### src/rtl/div_unit.sv
// div_unit: iterative radix-2 restoring divider for the EX stage (DIV/DIVU).
// Produces {remainder, quotient} after WIDTH iterations. Handles signed and
// unsigned operands, divide-by-zero and mid-operation annulment.
// Optional macro DIV_EARLY_EXIT_EN: finish in one edge when |dividend| < |divisor|.
module div_unit #(
  parameter int WIDTH = 32,
  parameter int CNT_W = $clog2(WIDTH) + 1
) (
  input  logic               clk,
  input  logic               rst,
  input  logic               signed_div_i,
  input  logic [WIDTH-1:0]   opdata1_i,
  input  logic [WIDTH-1:0]   opdata2_i,
  input  logic               start_i,
  input  logic               annul_i,
  output logic               busy_o,
  output logic               ready_o,
  output logic [2*WIDTH-1:0] result_o
);

  if (WIDTH < 4) begin : g_width_chk
    $error("div_unit: WIDTH must be at least 4");
  end

  typedef enum logic [1:0] {S_FREE, S_BYZERO, S_ON, S_END} state_e;

  localparam logic [CNT_W-1:0] LAST = CNT_W'(WIDTH - 1);

  state_e           state_q;
  logic [CNT_W-1:0] cnt_q;
  logic [WIDTH-1:0] rem_q, quo_q, dvsr_q;
  logic             neg_quo_q, neg_rem_q;
  logic             busy_q, ready_q;
  logic [2*WIDTH-1:0] result_q;

  logic [WIDTH-1:0] abs_a, abs_b;
  logic [WIDTH:0]   rem_ext, diff;
  logic [WIDTH-1:0] rem_d, quo_d, rem_fix, quo_fix;

  // Operand magnitudes and one restoring step on the current partial state.
  // rem_ext keeps the bit shifted out of rem so divisors >= 2^(WIDTH-1) work.
  always_comb begin
    abs_a   = (signed_div_i && opdata1_i[WIDTH-1]) ? -opdata1_i : opdata1_i;
    abs_b   = (signed_div_i && opdata2_i[WIDTH-1]) ? -opdata2_i : opdata2_i;
    rem_ext = {rem_q, quo_q[WIDTH-1]};
    diff    = rem_ext - {1'b0, dvsr_q};
    rem_d   = diff[WIDTH] ? rem_ext[WIDTH-1:0] : diff[WIDTH-1:0];
    quo_d   = {quo_q[WIDTH-2:0], ~diff[WIDTH]};
    quo_fix = neg_quo_q ? -quo_d : quo_d;
    rem_fix = neg_rem_q ? -rem_d : rem_d;
  end

  // Control FSM with registered busy/ready/result outputs.
  always_ff @(posedge clk) begin
    if (rst) begin
      state_q   <= S_FREE;
      cnt_q     <= '0;
      rem_q     <= '0;
      quo_q     <= '0;
      dvsr_q    <= '0;
      neg_quo_q <= 1'b0;
      neg_rem_q <= 1'b0;
      busy_q    <= 1'b0;
      ready_q   <= 1'b0;
      result_q  <= '0;
    end else begin
      case (state_q)
        S_FREE: begin
          if (start_i && !annul_i) begin
            if (opdata2_i == '0) begin
              state_q <= S_BYZERO;
              busy_q  <= 1'b1;
`ifdef DIV_EARLY_EXIT_EN
            end else if (abs_a < abs_b) begin
              // Quotient is zero and the remainder is the dividend itself.
              state_q  <= S_END;
              ready_q  <= 1'b1;
              result_q <= {opdata1_i, {WIDTH{1'b0}}};
`endif
            end else begin
              state_q   <= S_ON;
              busy_q    <= 1'b1;
              quo_q     <= abs_a;
              dvsr_q    <= abs_b;
              rem_q     <= '0;
              cnt_q     <= '0;
              neg_quo_q <= signed_div_i & (opdata1_i[WIDTH-1] ^ opdata2_i[WIDTH-1]);
              neg_rem_q <= signed_div_i & opdata1_i[WIDTH-1];
            end
          end
        end
        S_BYZERO: begin
          state_q  <= S_END;
          busy_q   <= 1'b0;
          ready_q  <= 1'b1;
          result_q <= '0;
        end
        S_ON: begin
          if (annul_i) begin
            state_q <= S_FREE;
            busy_q  <= 1'b0;
          end else begin
            rem_q <= rem_d;
            quo_q <= quo_d;
            cnt_q <= cnt_q + CNT_W'(1);
            if (cnt_q == LAST) begin
              state_q  <= S_END;
              busy_q   <= 1'b0;
              ready_q  <= 1'b1;
              result_q <= {rem_fix, quo_fix};
            end
          end
        end
        S_END: begin
          if (annul_i || !start_i) begin
            state_q <= S_FREE;
            ready_q <= 1'b0;
          end
        end
        default: state_q <= S_FREE;
      endcase
    end
  end

  assign busy_o   = busy_q;
  assign ready_o  = ready_q;
  assign result_o = result_q;

endmodule

### config.mk
export PLATFORM = sky130hd
export DESIGN_NAME = div_unit
export DESIGN_NICKNAME = d
export VERILOG_FILES = /design/src/rtl/div_unit.sv
export SDC_FILE = /design/constraint.sdc
export NUM_CORES = 1
export LEC_CHECK = 0
export ABC_CLOCK_PERIOD_IN_PS = 5000
export BUFFER_PORTS_ARGS = -buffer_cell sky130_fd_sc_hd__buf_2
export CAP_MARGIN = 30
export CORE_UTILIZATION = 40
export DETAILED_ROUTE_END_ITERATION = 8
export PLACE_DENSITY = 0.56
export SLEW_MARGIN = 20
export SYNTH_ARGS = -nofsm -noshare
export SYNTH_HDL_FRONTEND = slang
export SYNTH_SLANG_ARGS = --single-unit
### constraint.sdc
create_clock -name clk -period 5 [get_ports clk]
set_input_delay 0 -clock clk [delete_from_list [all_inputs] [get_ports clk]]
set_output_delay 0 -clock clk [all_outputs]
set_load 0.05 [all_outputs]
==> summary.md <==
| Metric | Value |
|---|---|
| Share of final-layout standard cells stronger than drive strength 1 | `14.29%` |
| Grt total ovfl | `0` |
| Root Buffer | `sky130_fd_sc_hd__clkbuf_16` |
| EDFF count, synth | `0` |
| Dpl cell area | `12640 um2` |
| Ys async rst share | `0%` |
| Clock transition time at the flip-flop clock pins of the worst setup and hold paths | `roughly 0.080 ns` |
| Die height | `172.2 um` |
| Port Buf Inserts | `134` |
| Classification of the worst-slack hold path | `input port to flop` |
| Total standard cell area after synthesis | `11580 um2` |
| Nature of the critical path endpoint | `flop` |
| Worst endpoint data arrival time | `just over 5 ns` |
| Final HPWL from detailed placement | `around 28000 um` |
| DRC violation total after the first TritonRoute iteration | `approximately 870` |
| Routability-driven placement congestion ratio | `0.8681` |
| Power density cells | `between 300 and 400 nW/um2` |
| Proportion of synthesized area in mux cells | `2.031%` |
| Final number of max-transition violations | `0` |
| Avg Synthesized Cell Area | `7.507 um2` |
| Post-Route Hold Slack | `around 0.012 ns` |
| Number of top-level pins | `135` |
| Global-route wire length before repair | `57470 um` |
| VDD IR max | `0.0003966 V` |
| Final period utilization | `94.88%` |
| Crit Path Category | `flop to flop` |
| Largest family of logic cells by synthesized area | `compound AO/OA/AOI/OAI gates` |
| Final Hold Fails | `0` |
| Most frequent cells in the layout | `sky130_fd_sc_hd__nand2_1 (231), sky130_fd_sc_hd__dfxtp_1 (172), sky130_fd_sc_hd__nor2_1 (166), sky130_fd_sc_hd__buf_2 (133), sky130_fd_sc_hd__a21oi_1 (126)` |
| Vias in the first global route | `10290` |
| Area fraction in compound gates after synthesis | `about a quarter` |
| Number of nets in the synthesized netlist | `1654` |
| Post-detailed-route count of antenna-violating nets | `0` |
| TritonCTS clock tree | `built` |
| Primary FF master, synth | `sky130_fd_sc_hd__dfxtp_1` |
| Upper clock frequency limit | `0.2108 GHz` |
| Sort of element at the start of the critical path | `flop` |
| Core region area | `28160 um2` |
| Leakage power figure | `between 5 and 6 nW` |
| DRC violation count after routing | `0` |
| Transition time of the tightest slew-check pin | `0.7335 ns` |
| Max transition margin | `50.46%` |
| Total number of H-tree levels | `4` |
| Routed wire length | `37310 um` |
| Sinks on Clock Net | `172` |
| Initial antenna violation count | `0` |
| Total number of placement rows | `61` |
| Simple-gate share of the synthesized area | `21.85%` |
| Final setup vio count | `0` |
| Inserted Clock Buffers | `17` |
| Cell count after synthesis | `1543` |
| Most common cell after layout, fill and taps aside | `sky130_fd_sc_hd__nand2_1` |
| Effective utilization at floorplan | `between 40% and 50%` |
| Worst Path Max Fanout | `6` |
| Number of unique standard cell types used by synthesis | `75` |
| Adder-Cell Fraction of Synth Area | `approximately 4.6%` |
| Die outline width | `172.2 um` |
| GRT Overall Usage | `25.28%` |
| Signed area change from the synthesized netlist to the final layout | `17.51%` |
| Number of buffers between clock root and the deepest sink | `2` |
| Largest net degree at the start of global routing | `92` |
| Wire length per cell after detailed routing | `18.07 um` |
| Final Net Count | `1785` |
| Final design area excluding fillers | `13610 um2` |
| Number of warning messages in the yosys log | `0` |
| Post-layout min period | `4.744 ns` |
| Worst EP required | `5.33 ns` |
| Share of the synthesized netlist area taken by xor and xnor gates | `10.74%` |
| Skew-Pair Late Insertion Delay | `0.44 ns` |
| Antenna cell count | `0` |
| Number of synthesized register bits | `172` |
| Routed vias | `11500` |
| Fillers | `2809` |
| Worst Skew | `0.01503 ns` |
| Run status | `completed` |
| Iteration count of the initial detailed-routing pass | `5` |
| Total Die Area | `~30000 um2` |
| Max cap viols | `0` |
| Detailed-route vias per instance | `between 5 and 6` |
| Total power consumption of the routed design | `0.004903 W` |
| Share of the yosys chip area belonging to registers | `29.73%` |
-- area by class of cell --
cell class / count / area, um2 / share of cell area (%)
multi-input combinational: 1225 / 7602 / 55.85
sequential: 172 / 3443 / 25.30
timing repair buffer: 199 / 1270 / 9.330
tap: 378 / 473.0 / 3.475
clock buffer: 17 / 425.4 / 3.125
inverter: 59 / 221.5 / 1.627
clock inverter: 15 / 176.4 / 1.296
-- per-stage QoR --
stage / utilization (%) / cells / setup TNS [ns] / setup slack, ns
CTS: 48.15 / 2062 / 0 / 0.1806
detailed placement: 44.88 / 1998 / 0 / 0.2208
global route: 48.33 / 2065 / -0.07497 / -0.03795
floorplan: - / 1543 / -0.01197 / -0.01197
finish: 48.33 / 2065 / 0 / 0.2558
global placement: 44.88 / 1998 / 0 / 0.2529
-- report_power, final --
group          internal [W]  total [W]  leakage (nW)  switching [W]
clock              0.000716    0.00138         0.285       0.000666
sequential          0.00147    0.00157          1.39       0.000102
combinational      0.000679    0.00195          3.81        0.00127
total               0.00287    0.00490          5.49        0.00204
-- kinds of logic after synthesis --
family / after synthesis
compound gates: 455
xor+xnor: 142
mux: 23
simple gates: 563
flops: 172
fa+ha+maj: 42
buf+inv: 146
-- flip-flops by register name, indices dropped and copies added (netlist names) --
| signal | cells |
|---|---|
| neg_quo_q | 1 |
| ready_o | 1 |
| cnt_q | 6 |
| busy_o | 1 |
| quo_q | 32 |
| neg_rem_q | 1 |
| rem_q | 32 |
| result_o | 64 |
| state_q | 2 |
| dvsr_q | 32 |
-- worst paths after layout --
check                                   start      endpoint  slack [ns]  depth (start not counted)
worst max-delay path                quo_q[31]  result_o[24]        0.26                         21
worst min-delay path            opdata1_i[17]     quo_q[17]        0.01                          5
worst max register to register      quo_q[31]  result_o[24]        0.26                         21
worst min register to register   result_o[53]  result_o[53]        0.45                          2
-- Yosys cell counts, types with 8 or more instances --
cell	count	area (um2)
sky130_fd_sc_hd__nand2_1	231	867.1
sky130_fd_sc_hd__dfxtp_1	172	3443
sky130_fd_sc_hd__nor2_1	167	626.9
sky130_fd_sc_hd__a21oi_1	127	635.6
sky130_fd_sc_hd__o21ai_0	109	545.5
sky130_fd_sc_hd__xnor2_1	83	727.0
sky130_fd_sc_hd__xor2_1	59	516.8
sky130_fd_sc_hd__clkbuf_1	57	214.0
sky130_fd_sc_hd__inv_1	57	214.0
sky130_fd_sc_hd__a22oi_1	47	352.8
sky130_fd_sc_hd__ha_1	41	513.0
sky130_fd_sc_hd__a211oi_1	35	262.8
sky130_fd_sc_hd__nor3_1	27	135.1
sky130_fd_sc_hd__or3_1	27	168.9
sky130_fd_sc_hd__o31ai_1	23	172.7
sky130_fd_sc_hd__nand3_1	22	110.1
sky130_fd_sc_hd__buf_2	21	105.1
sky130_fd_sc_hd__mux2i_1	19	190.2
sky130_fd_sc_hd__o211ai_1	17	127.6
sky130_fd_sc_hd__nand4_1	16	100.1
sky130_fd_sc_hd__nor4_1	13	81.33
sky130_fd_sc_hd__or4_1	13	97.59
sky130_fd_sc_hd__a31oi_1	11	68.82
sky130_fd_sc_hd__a21o_1	10	75.07
sky130_fd_sc_hd__a2bb2oi_1	9	78.83
sky130_fd_sc_hd__o41ai_1	9	78.83
sky130_fd_sc_hd__and3_1	8	50.05
sky130_fd_sc_hd__nand2b_1	8	50.05
sky130_fd_sc_hd__o21a_1	8	60.06
-- per-layer routing --
| layer | GRT usage, % | part of all wire, % |
|---|---|---|
| met4 | 6.079 | 1.7 |
| met3 | 2.930 | 3.7 |
| met2 | 40.45 | 45 |
| met5 | 0 | 0 |
| met1 | 35.95 | 49 |
-- worst max-delay path, stage by stage, from the launching register on --
cell and delay [ns]:
sky130_fd_sc_hd__dfxtp_1 0.34, sky130_fd_sc_hd__inv_1 0.08, sky130_fd_sc_hd__ha_1 0.16, sky130_fd_sc_hd__inv_1 0.05
sky130_fd_sc_hd__fa_1 0.42, sky130_fd_sc_hd__a211oi_2 0.32, sky130_fd_sc_hd__o211ai_2 0.15, sky130_fd_sc_hd__a31oi_4 0.19
sky130_fd_sc_hd__a211oi_2 0.14, sky130_fd_sc_hd__nor3_4 0.32, sky130_fd_sc_hd__nor2_8 0.08, sky130_fd_sc_hd__inv_2 0.10
sky130_fd_sc_hd__ha_1 0.16, sky130_fd_sc_hd__nand2_1 0.06, sky130_fd_sc_hd__or3_1 0.32, sky130_fd_sc_hd__or3_1 0.36
sky130_fd_sc_hd__or4_4 0.47, sky130_fd_sc_hd__or3_4 0.38, sky130_fd_sc_hd__o41ai_2 0.24, sky130_fd_sc_hd__xnor2_1 0.11
sky130_fd_sc_hd__a22oi_1 0.14, sky130_fd_sc_hd__nor2_1 0.05
-- repair_timing --
item | CTS | global route
hold buffers | 32 | 0
hold endpoints to repair | 31 | 0
resized for setup | 0 | 2
setup buffers | 0 | 1
setup endpoints to repair | 0 | 5
No activity file was read; power rests on OpenSTA's default activity.
